File: src/rtl/des_key_schedule_responder_if.sv
// ============================================================================
// Module      : des_key_schedule_responder_if
// Description : Bundle of the key-load and subkey request/response signals
//               that connect a round controller to the DES key schedule.
// Revision    : 1.0 - initial release
// ============================================================================
`default_nettype none

interface des_key_schedule_responder_if;
   logic        load_key;
   logic [63:0] key;
   logic        subkey_req;
   logic [4:0]  round_counter;
   logic        mode;
   logic        keys_ready;
   logic        busy;
   logic        subkey_valid;
   logic [47:0] subkey;
   logic        subkey_err;

   // Round controller side
   modport master (
      output load_key, key, subkey_req, round_counter, mode,
      input  keys_ready, busy, subkey_valid, subkey, subkey_err
   );

   // Key schedule side
   modport slave (
      input  load_key, key, subkey_req, round_counter, mode,
      output keys_ready, busy, subkey_valid, subkey, subkey_err
   );
endinterface

`default_nettype wire

File: src/rtl/des_key_schedule_responder.sv
// ============================================================================
// Module      : des_key_schedule_responder
// Description : Computes the 16 DES round subkeys from a 64-bit key into a
//               register buffer, then answers single-cycle subkey requests
//               (encrypt or decrypt order). Requests arriving while the
//               schedule is not ready are held in a one-entry pending slot.
// Revision    : 1.0 - initial release
// ============================================================================
`default_nettype none

module des_key_schedule_responder (
   input  logic                          clk,
   input  logic                          rst_n,
   des_key_schedule_responder_if.slave   bus
);

   typedef enum logic [1:0] {
      S_IDLE  = 2'd0,
      S_PC1   = 2'd1,
      S_GEN   = 2'd2,
      S_READY = 2'd3
   } state_t;

   // Permuted choice tables, DES 1-based bit numbers, first entry = output MSB
   localparam logic [335:0] c_pc1_tab = {
      6'd57, 6'd49, 6'd41, 6'd33, 6'd25, 6'd17, 6'd9,
      6'd1,  6'd58, 6'd50, 6'd42, 6'd34, 6'd26, 6'd18,
      6'd10, 6'd2,  6'd59, 6'd51, 6'd43, 6'd35, 6'd27,
      6'd19, 6'd11, 6'd3,  6'd60, 6'd52, 6'd44, 6'd36,
      6'd63, 6'd55, 6'd47, 6'd39, 6'd31, 6'd23, 6'd15,
      6'd7,  6'd62, 6'd54, 6'd46, 6'd38, 6'd30, 6'd22,
      6'd14, 6'd6,  6'd61, 6'd53, 6'd45, 6'd37, 6'd29,
      6'd21, 6'd13, 6'd5,  6'd28, 6'd20, 6'd12, 6'd4
   };

   localparam logic [287:0] c_pc2_tab = {
      6'd14, 6'd17, 6'd11, 6'd24, 6'd1,  6'd5,
      6'd3,  6'd28, 6'd15, 6'd6,  6'd21, 6'd10,
      6'd23, 6'd19, 6'd12, 6'd4,  6'd26, 6'd8,
      6'd16, 6'd7,  6'd27, 6'd20, 6'd13, 6'd2,
      6'd41, 6'd52, 6'd31, 6'd37, 6'd47, 6'd55,
      6'd30, 6'd40, 6'd51, 6'd45, 6'd33, 6'd48,
      6'd44, 6'd49, 6'd39, 6'd56, 6'd34, 6'd53,
      6'd46, 6'd42, 6'd50, 6'd36, 6'd29, 6'd32
   };

   // DES bit n of the key sits at key[64-n], i.e. index ~(n-1) in 6 bits
   function automatic logic [55:0] pc1(input logic [63:0] k);
      logic [55:0] r;
      logic [5:0]  n;
      r = '0;
      for (int i = 0; i < 56; i++) begin
         n = c_pc1_tab[335 - 6*i -: 6];
         r = {r[54:0], k[~(n - 6'd1)]};
      end
      return r;
   endfunction

   // DES bit n of the C:D pair sits at cd[56-n]
   function automatic logic [47:0] pc2(input logic [55:0] cd);
      logic [47:0] r;
      logic [5:0]  n;
      r = '0;
      for (int i = 0; i < 48; i++) begin
         n = c_pc2_tab[287 - 6*i -: 6];
         r = {r[46:0], cd[6'd56 - n]};
      end
      return r;
   endfunction

   function automatic logic [27:0] rotl(input logic [27:0] v, input logic two);
      return two ? {v[25:0], v[27:26]} : {v[26:0], v[27]};
   endfunction

   state_t      r_state;
   logic [63:0] r_key;
   logic [27:0] r_c;
   logic [27:0] r_d;
   logic [47:0] r_buf [16];
   logic [3:0]  r_gen_idx;
   logic        r_keys_ready;
   logic        r_busy;
   logic        r_valid;
   logic [47:0] r_subkey;
   logic        r_err;
   logic        r_pend_valid;
   logic [4:0]  r_pend_rc;
   logic        r_pend_mode;

   logic        w_accept_load;
   logic        w_rot_two;
   logic [27:0] w_c_rot;
   logic [27:0] w_d_rot;
   logic        w_resp_go;
   logic [4:0]  w_resp_rc;
   logic        w_resp_mode;
   logic [3:0]  w_eff_idx;

   // Rotation amount, load acceptance and selection of the request to answer;
   // a live request in READY wins over the pending one
   always_comb begin
      w_accept_load = bus.load_key && (r_state == S_IDLE || r_state == S_READY);
      w_rot_two     = !(r_gen_idx == 4'd0 || r_gen_idx == 4'd1 ||
                        r_gen_idx == 4'd8 || r_gen_idx == 4'd15);
      w_c_rot       = rotl(r_c, w_rot_two);
      w_d_rot       = rotl(r_d, w_rot_two);
      w_resp_go     = 1'b0;
      w_resp_rc     = r_pend_rc;
      w_resp_mode   = r_pend_mode;
      if (r_state == S_READY && !bus.load_key) begin
         if (bus.subkey_req) begin
            w_resp_go   = 1'b1;
            w_resp_rc   = bus.round_counter;
            w_resp_mode = bus.mode;
         end else if (r_pend_valid) begin
            w_resp_go   = 1'b1;
         end
      end
      w_eff_idx = w_resp_mode ? (4'd15 - w_resp_rc[3:0]) : w_resp_rc[3:0];
   end

   // Key register, C/D halves and subkey buffer; never presented before
   // keys_ready, so they carry no reset
   always_ff @(posedge clk) begin
      if (w_accept_load)
         r_key <= bus.key;
      if (r_state == S_PC1)
         {r_c, r_d} <= pc1(r_key);
      if (r_state == S_GEN) begin
         r_c              <= w_c_rot;
         r_d              <= w_d_rot;
         r_buf[r_gen_idx] <= pc2({w_c_rot, w_d_rot});
      end
   end

   // Control FSM, status flags, response registers and pending slot
   always_ff @(posedge clk or negedge rst_n) begin
      if (!rst_n) begin
         r_state      <= S_IDLE;
         r_gen_idx    <= 4'd0;
         r_keys_ready <= 1'b0;
         r_busy       <= 1'b0;
         r_valid      <= 1'b0;
         r_subkey     <= 48'd0;
         r_err        <= 1'b0;
         r_pend_valid <= 1'b0;
         r_pend_rc    <= 5'd0;
         r_pend_mode  <= 1'b0;
      end else begin
         r_valid <= 1'b0;

         case (r_state)
            S_IDLE, S_READY: begin
               if (bus.load_key) begin
                  r_state      <= S_PC1;
                  r_keys_ready <= 1'b0;
                  r_busy       <= 1'b1;
               end
            end
            S_PC1: begin
               r_gen_idx <= 4'd0;
               r_state   <= S_GEN;
            end
            S_GEN: begin
               r_gen_idx <= r_gen_idx + 4'd1;
               if (r_gen_idx == 4'd15) begin
                  r_state      <= S_READY;
                  r_keys_ready <= 1'b1;
                  r_busy       <= 1'b0;
               end
            end
            default: r_state <= S_IDLE;
         endcase

         if (w_resp_go) begin
            r_valid      <= 1'b1;
            r_err        <= w_resp_rc[4];
            r_subkey     <= w_resp_rc[4] ? 48'd0 : r_buf[w_eff_idx];
            r_pend_valid <= 1'b0;
         end else if (bus.subkey_req) begin
            r_pend_valid <= 1'b1;
            r_pend_rc    <= bus.round_counter;
            r_pend_mode  <= bus.mode;
         end
      end
   end

   assign bus.keys_ready   = r_keys_ready;
   assign bus.busy         = r_busy;
   assign bus.subkey_valid = r_valid;
   assign bus.subkey       = r_subkey;
   assign bus.subkey_err   = r_err;

endmodule

`default_nettype wire

File: src/flat_wrapper.sv
// flat-port wrapper written by rule: the top's interface ports become plain ports
module des_key_schedule_responder_flat 
  (clk, rst_n, bus_load_key, bus_key, bus_subkey_req, bus_round_counter, bus_mode, bus_keys_ready, bus_busy, bus_subkey_valid, bus_subkey, bus_subkey_err);
  des_key_schedule_responder_if bus_i ();
  input  logic clk;
  input  logic rst_n;
  input wire logic [$bits(bus_i.load_key)-1:0] bus_load_key;
  input wire logic [$bits(bus_i.key)-1:0] bus_key;
  input wire logic [$bits(bus_i.subkey_req)-1:0] bus_subkey_req;
  input wire logic [$bits(bus_i.round_counter)-1:0] bus_round_counter;
  input wire logic [$bits(bus_i.mode)-1:0] bus_mode;
  output wire logic [$bits(bus_i.keys_ready)-1:0] bus_keys_ready;
  output wire logic [$bits(bus_i.busy)-1:0] bus_busy;
  output wire logic [$bits(bus_i.subkey_valid)-1:0] bus_subkey_valid;
  output wire logic [$bits(bus_i.subkey)-1:0] bus_subkey;
  output wire logic [$bits(bus_i.subkey_err)-1:0] bus_subkey_err;
  assign bus_i.load_key = bus_load_key;
  assign bus_i.key = bus_key;
  assign bus_i.subkey_req = bus_subkey_req;
  assign bus_i.round_counter = bus_round_counter;
  assign bus_i.mode = bus_mode;
  assign bus_keys_ready = bus_i.keys_ready;
  assign bus_busy = bus_i.busy;
  assign bus_subkey_valid = bus_i.subkey_valid;
  assign bus_subkey = bus_i.subkey;
  assign bus_subkey_err = bus_i.subkey_err;
  des_key_schedule_responder u_core (.clk(clk), .rst_n(rst_n), .bus(bus_i));
endmodule
File: config.mk
export PLATFORM = sky130hd
export DESIGN_NAME = des_key_schedule_responder_flat
export DESIGN_NICKNAME = d
export VERILOG_FILES = /design/src/rtl/des_key_schedule_responder_if.sv /design/src/rtl/des_key_schedule_responder.sv /design/src/flat_wrapper.sv
export SDC_FILE = /design/constraint.sdc
export NUM_CORES = 1
export LEC_CHECK = 0
export ABC_CLOCK_PERIOD_IN_PS = 12050
export CAP_MARGIN = 10
export CORE_MARGIN = 3
export CORE_UTILIZATION = 44
export CTS_CLUSTER_DIAMETER = 120
export DETAILED_ROUTE_END_ITERATION = 10
export DONT_BUFFER_PORTS = 1
export GPL_TIMING_DRIVEN = 1
export PLACE_DENSITY_LB_ADDON = 0.15
export SLEW_MARGIN = 10
export SYNTH_ARGS = -nofsm -noshare
export SYNTH_HDL_FRONTEND = slang
export SYNTH_SLANG_ARGS = --single-unit
export TNS_END_PERCENT = 100
File: constraint.sdc
create_clock -name clk -period 12.05 [get_ports clk]
set_input_delay 2.41 -clock clk [delete_from_list [all_inputs] [get_ports clk]]
set_output_delay 2.41 -clock clk [all_outputs]
set_load 0.005 [all_outputs]
## Word level (Yosys, flattened, before mapping)

Memory sizes are Yosys's and may differ from the RTL's.
Cells that the tools add are included.

- Bits in registers: 185
- Bits in writable memories: 768
- Output and inout bits: 52
- Memories: 1

- $add $sub $neg: 2
- Eq/ne operators: 8
- Multiplexer cells: 30
- Reductions and logical operators: 15

Memory list:

| memory | words | bits a word | read ports | clocked after Yosys merged registers in | write ports | RTL line | source |
|---|---|---|---|---|---|---|---|
| u_core.r_buf | 16 | 48 | 1 | 0 | 1 | des_key_schedule_responder.sv:79 | `logic [47:0] r_buf [16];` |

Operators by type and width:

| operator | count |
|---|---|
| $mux 28 | 6 |
| $mux 48 | 1 |
| $mux 1 | 14 |
| $mux 5 | 2 |
| $eq 4x4->1 const B | 2 |
| $pmux 4 s2 | 1 |
| $pmux 2 s3 | 1 |
| $reduce_bool 2->1 | 3 |
| $add 4x1->4 const B | 1 |
| $eq 2x2->1 const B | 2 |
| $eq 4x1->1 const B | 1 |
| $logic_not 4->1 | 1 |
| $logic_or 1x1->1 | 4 |
| $mux 2 | 2 |
| $mux 4 | 1 |
| $pmux 1 s2 | 2 |
| $sub 4x4->4 const A | 1 |
| $reduce_and 3->1 | 1 |
| $eq 2x1->1 const B | 1 |
| $logic_and 1x1->1 | 2 |
| $logic_not 2->1 | 1 |
| $ne 2x1->1 const B | 1 |
| $ne 2x2->1 const B | 1 |
| $reduce_and 2->1 | 1 |
| 2 further kinds | 2 |

## Depth between registers and ports, before layout

An unclocked memory read counts as a cell.

- Word-level depth: 7
- Mapped depth: 11
- Gate-level depth less buffers: 7

## Least setup slack after synthesis

Ideal clock, no wire load.

- Kind: flip-flop to flip-flop
- From: register u_core.r_state[0]
- To: memory u_core.r_buf[2][0], enable pin
- Arrival time: 4534 ps
- Slack: 7003 ps
- Stages on the path, launching flop included: 7
- Period minus slack after synthesis: 5047 ps
- Cell sequence: dfrtp_1 -> inv_1 -> ha_1 -> clkbuf_1 -> clkbuf_1 -> nand2_1 -> nor3_1

- Cells in the longest elaborated chain, start to end: 3

RTL lines:

| element | RTL line | source |
|---|---|---|
| start, declared | des_key_schedule_responder.sv:75 | `state_t r_state;` |
| start signal, assigned | des_key_schedule_responder.sv:139 | `r_state <= S_IDLE;` |
| start signal, assigned | des_key_schedule_responder.sv:155 | `r_state <= S_PC1;` |
| start signal, assigned | des_key_schedule_responder.sv:162 | `r_state <= S_GEN;` |
| $eq 2x2->1 | des_key_schedule_responder.sv:129 | `if (r_state == S_GEN) begin` |
| $mux 1 | des_key_schedule_responder.sv:129 |  |
| $mux 1 (not written as such) | des_key_schedule_responder.sv:132 | `r_buf[r_gen_idx] <= pc2({w_c_rot, w_d_rot});` |
| end, declared | des_key_schedule_responder.sv:79 |  |

No other way between the ends.

## Worst setup path after layout

- From: input bus_load_key
- To: register u_core.r_subkey[29], in the netlist u_core.bus.subkey[29]

- Cells in the longest elaborated chain, start to end: 7
- Elaborated cells on any way between the ends: 9
- Classes of those cells: add/sub: 1; mux: 5; reduce/logical: 2; memory: 1

RTL lines:

| element | RTL line | source |
|---|---|---|
| start, declared | flat_wrapper.sv:7 | `input wire logic [$bits(bus_i.load_key)-1:0] bus_load_key;` |
| $logic_not 1->1 * | des_key_schedule_responder.sv:110 | `if (r_state == S_READY && !bus.load_key) begin` |
| $logic_and 1x1->1 * | des_key_schedule_responder.sv:110 |  |
| $mux 5 | des_key_schedule_responder.sv:110 |  |
| $sub 4x4->4 | des_key_schedule_responder.sv:119 | `w_eff_idx = w_resp_mode ? (4'd15 - w_resp_rc[3:0]) : w_resp_rc[3:0];` |
| $mux 4 | des_key_schedule_responder.sv:119 |  |
| $mem_v2 16x48 | n/a |  |
| $mux 48 | des_key_schedule_responder.sv:178 | `r_subkey <= w_resp_rc[4] ? 48'd0 : r_buf[w_eff_idx];` |
| end signal, assigned | des_key_schedule_responder.sv:178 |  |
| end, declared | des_key_schedule_responder.sv:84 | `logic [47:0] r_subkey;` |

Every way passes the cells marked *; elsewhere a longest branch is shown, timed or not.
A chain may end at the register's enable or synchronous reset.

==> metrics.cfg <==
[route]
drt-pass1-iter-count=8
via_per_inst=6.250
drt_iter0_drc=2582
drcViolationCount=0
dr_total_vias=20061
wire_per_inst_um=29.91
wl_um=96010
ant_nets=0

[die]
io_pins=126
start_util_pct=44.76
row_count=104
dieArea_sq_um=86080
coreArea_sq_um=81200
die_y_um=293.4
die_x_um=293.4

[clock_tree]
cts_buffers=99
clkLatencyLatePin_ns=0.66
clock-sinks=945
post_cts_buffers=0
cts_hold_repair.buffers=0
cts_root_buffer=clkbuf_16
cts_tree=yes
cts_buffer_depth=3
cts_resized=0
path_clk_slew_ns=0.06
htree_levels=3

[worst_setup_path]
cp-end-kind=flip-flop
rrSetupSlack_ns=6.64
crit_arrival_ns=6.89
r2r-end=u_core.bus.subkey[29]
cp_max_fo=60
start_kind=input port
reg2regPathDepth=10
path_class=input port to flip-flop
worstPathRequired_ns=12.60
r2r-start=u_core.r_state[1]

[power]
p_int_uw=7397
pwr-share-clk_pct=26.7
switchingPower_uw=3726
ir_drop_uv=203.1
p_leak_uw=0.01392
sw_frac_of_total_pct=33.50
combPwrFrac_pct=28.9
p_seq_share_pct=44.4
p_per_area_nw_per_um2=273.0

[placement]
dp_hpwl_um=48380
gp_congestion=0.7473
io_buffer_count=0
dp_cells=3024

[logic_synthesis]
synth_area_sq_um=36340
synth_top_area_share_pct=72.71
synth_area_leader_cell=edfxtp_1
synthTopCellsByArea=edfxtp_1, dfrtp_1, a222oi_1
synth.distinct_cells=42
ys_ff_latch=945
syn_inst=2073
syn_nets=2154
postSynthAreaPerCell_sq_um=17.53
synth-warning-count=0
yosysSeqAreaShare_pct=77.19

[timing]
finalCriticalPeriod_ns=6.338
tightestPinTransition_ns=1.249
setup-tns-final_ns=0
final.period_utilization_pct=52.60
fin_skew_ns=0.03542
clock.fmax_mhz=157.8
finalSetupViolCount=0
hold_viol=0
rsz0062_at_grt=false
slew_headroom_pct=16.76
slew_viol_final=0

[grt]
antenna_found_initial=2
track_usage_pct=22.16
grt_max_degree=86
gr-total-overflow=0
grt_pass1_vias=20407
grt_pass1_wl_um=139900

[hold_path]
hold_path_depth=1
worstHoldEndpoint=u_core.r_pend_rc[4]
hold_path_startpoint=u_core.r_pend_rc[4]
worstHoldPathType=flip-flop to flip-flop

[layout]
final_cells=3210
area_growth_syn_to_layout_pct=12.13
final_nets=2146
drive_gt1_share_pct=17.40
final_core_util_pct=50.18
final_cell_mix=edfxtp_1, a222oi_1, and3_1
antenna_cells=0
mostFrequentLayoutCell=edfxtp_1

[run_status]
status=finished clean

[run]
maxCapViolations=0

-- state kept, by name, indices dropped and copies added (netlist names), 2 cells and up --
signal             count
u_core.bus.subkey     48
u_core.r_buf         768
u_core.r_c            28
u_core.r_d            28
u_core.r_gen_idx       4
u_core.r_key          56
u_core.r_pend_rc       5
u_core.r_state         2
-- routing by layer --
metal / vias to the layer above / routed length [um] / track usage (%)
met5: - / 0 / 0
met4: 0 / 1655 / 5.015
met3: 125 / 8697 / 4.830
met2: 926 / 45100 / 35.07
met1: 10441 / 40560 / 31.71
li1: 8569 / - / -
-- worst max-delay path by stage --
stage,from,to,slack [ns],depth (start not counted)
after global routing,bus_load_key,u_core.bus.subkey[29],5.54,9
after CTS,bus_load_key,u_core.bus.subkey[33],5.76,9
after floorplan,u_core.r_state[0],u_core.r_buf[2][0],7.00,6
after global placement,bus_load_key,u_core.bus.subkey[17],5.17,9
after detailed placement,bus_load_key,u_core.bus.subkey[21],5.07,9
final,bus_load_key,u_core.bus.subkey[29],5.71,9
-- worst max-delay path, cell delays in order --
cell	delay, ns
nand3b_1	0.62
nand3_2	0.22
buf_4	0.60
and2_4	0.70
buf_4	0.68
buf_4	0.82
a222oi_1	0.17
and2_0	0.27
o41ai_2	0.29
-- cell type report --
type	instances	area, sq um
Clock buffer	138	2756
Clock inverter	48	459.2
Fill cell	6661	40450
Inverter	9	33.78
Multi-Input combinational cell	964	7776
Sequential cell	945	28050
Tap cell	1060	1326
Timing Repair Buffer	46	345.3
-- synthesized netlist by cell type, drive strengths merged --
cell type	n
a211oi	5
buf	86
nand3	10
a41o	1
o21a	2
mux2i	9
ha	7
clkbuf	69
or3	2
nand2	112
o21ai	10
o22ai	1
or3b	5
a2111oi	47
inv	9
edfxtp	880
and3	143
nor2b	6
o211ai	2
o31ai	2
and3b	4
a311o	47
nor2	27
mux2	103
a222oi	145
dfrtp	65
a21o	48
nand2b	3
o41ai	47
nor3	5
a31oi	2
a21oi	109
nand3b	7
a211o	1
and2	52
-- power by group through the flow --
stage / clock [uW] / combinational (uW) / sequential [uW]
2_1_floorplan: 0 / 2080 / 4930
3_3_place_gp: 0 / 3130 / 5000
3_5_place_dp: 0 / 3210 / 5020
4_1_cts: 3030 / 3220 / 4950
5_1_grt: 3170 / 3480 / 4980
6_report: 2970 / 3220 / 4940
-- stage by stage --
stage	area (sq um)	worst slack [ns]	hold WS [ns]	power, uW
final	40750	5.712	0.5122	11120
after global routing	40750	5.539	0.5381	11630
after CTS	40750	5.763	0.5163	11200
after detailed placement	37530	5.071	0.4991	8228
after global placement	37530	5.166	0.4895	8132
after floorplan	36340	7.003	0.4736	7010
-- cells by family (layout without fill, tap and decap cells) --
logic type               after synthesis  in the layout  share of synthesized area, %
buffers and inverters                164            241                         2.083
AO/OA/AOI/OAI                        469            469                         11.50
AND/OR/NAND/NOR                      376            376                         5.550
flip-flops                           945            945                         77.19
multiplexers                         112            112                         3.439
adder cells (fa/ha/maj)                7              7                        0.2410
No activity file was read; power rests on OpenSTA's default activity.
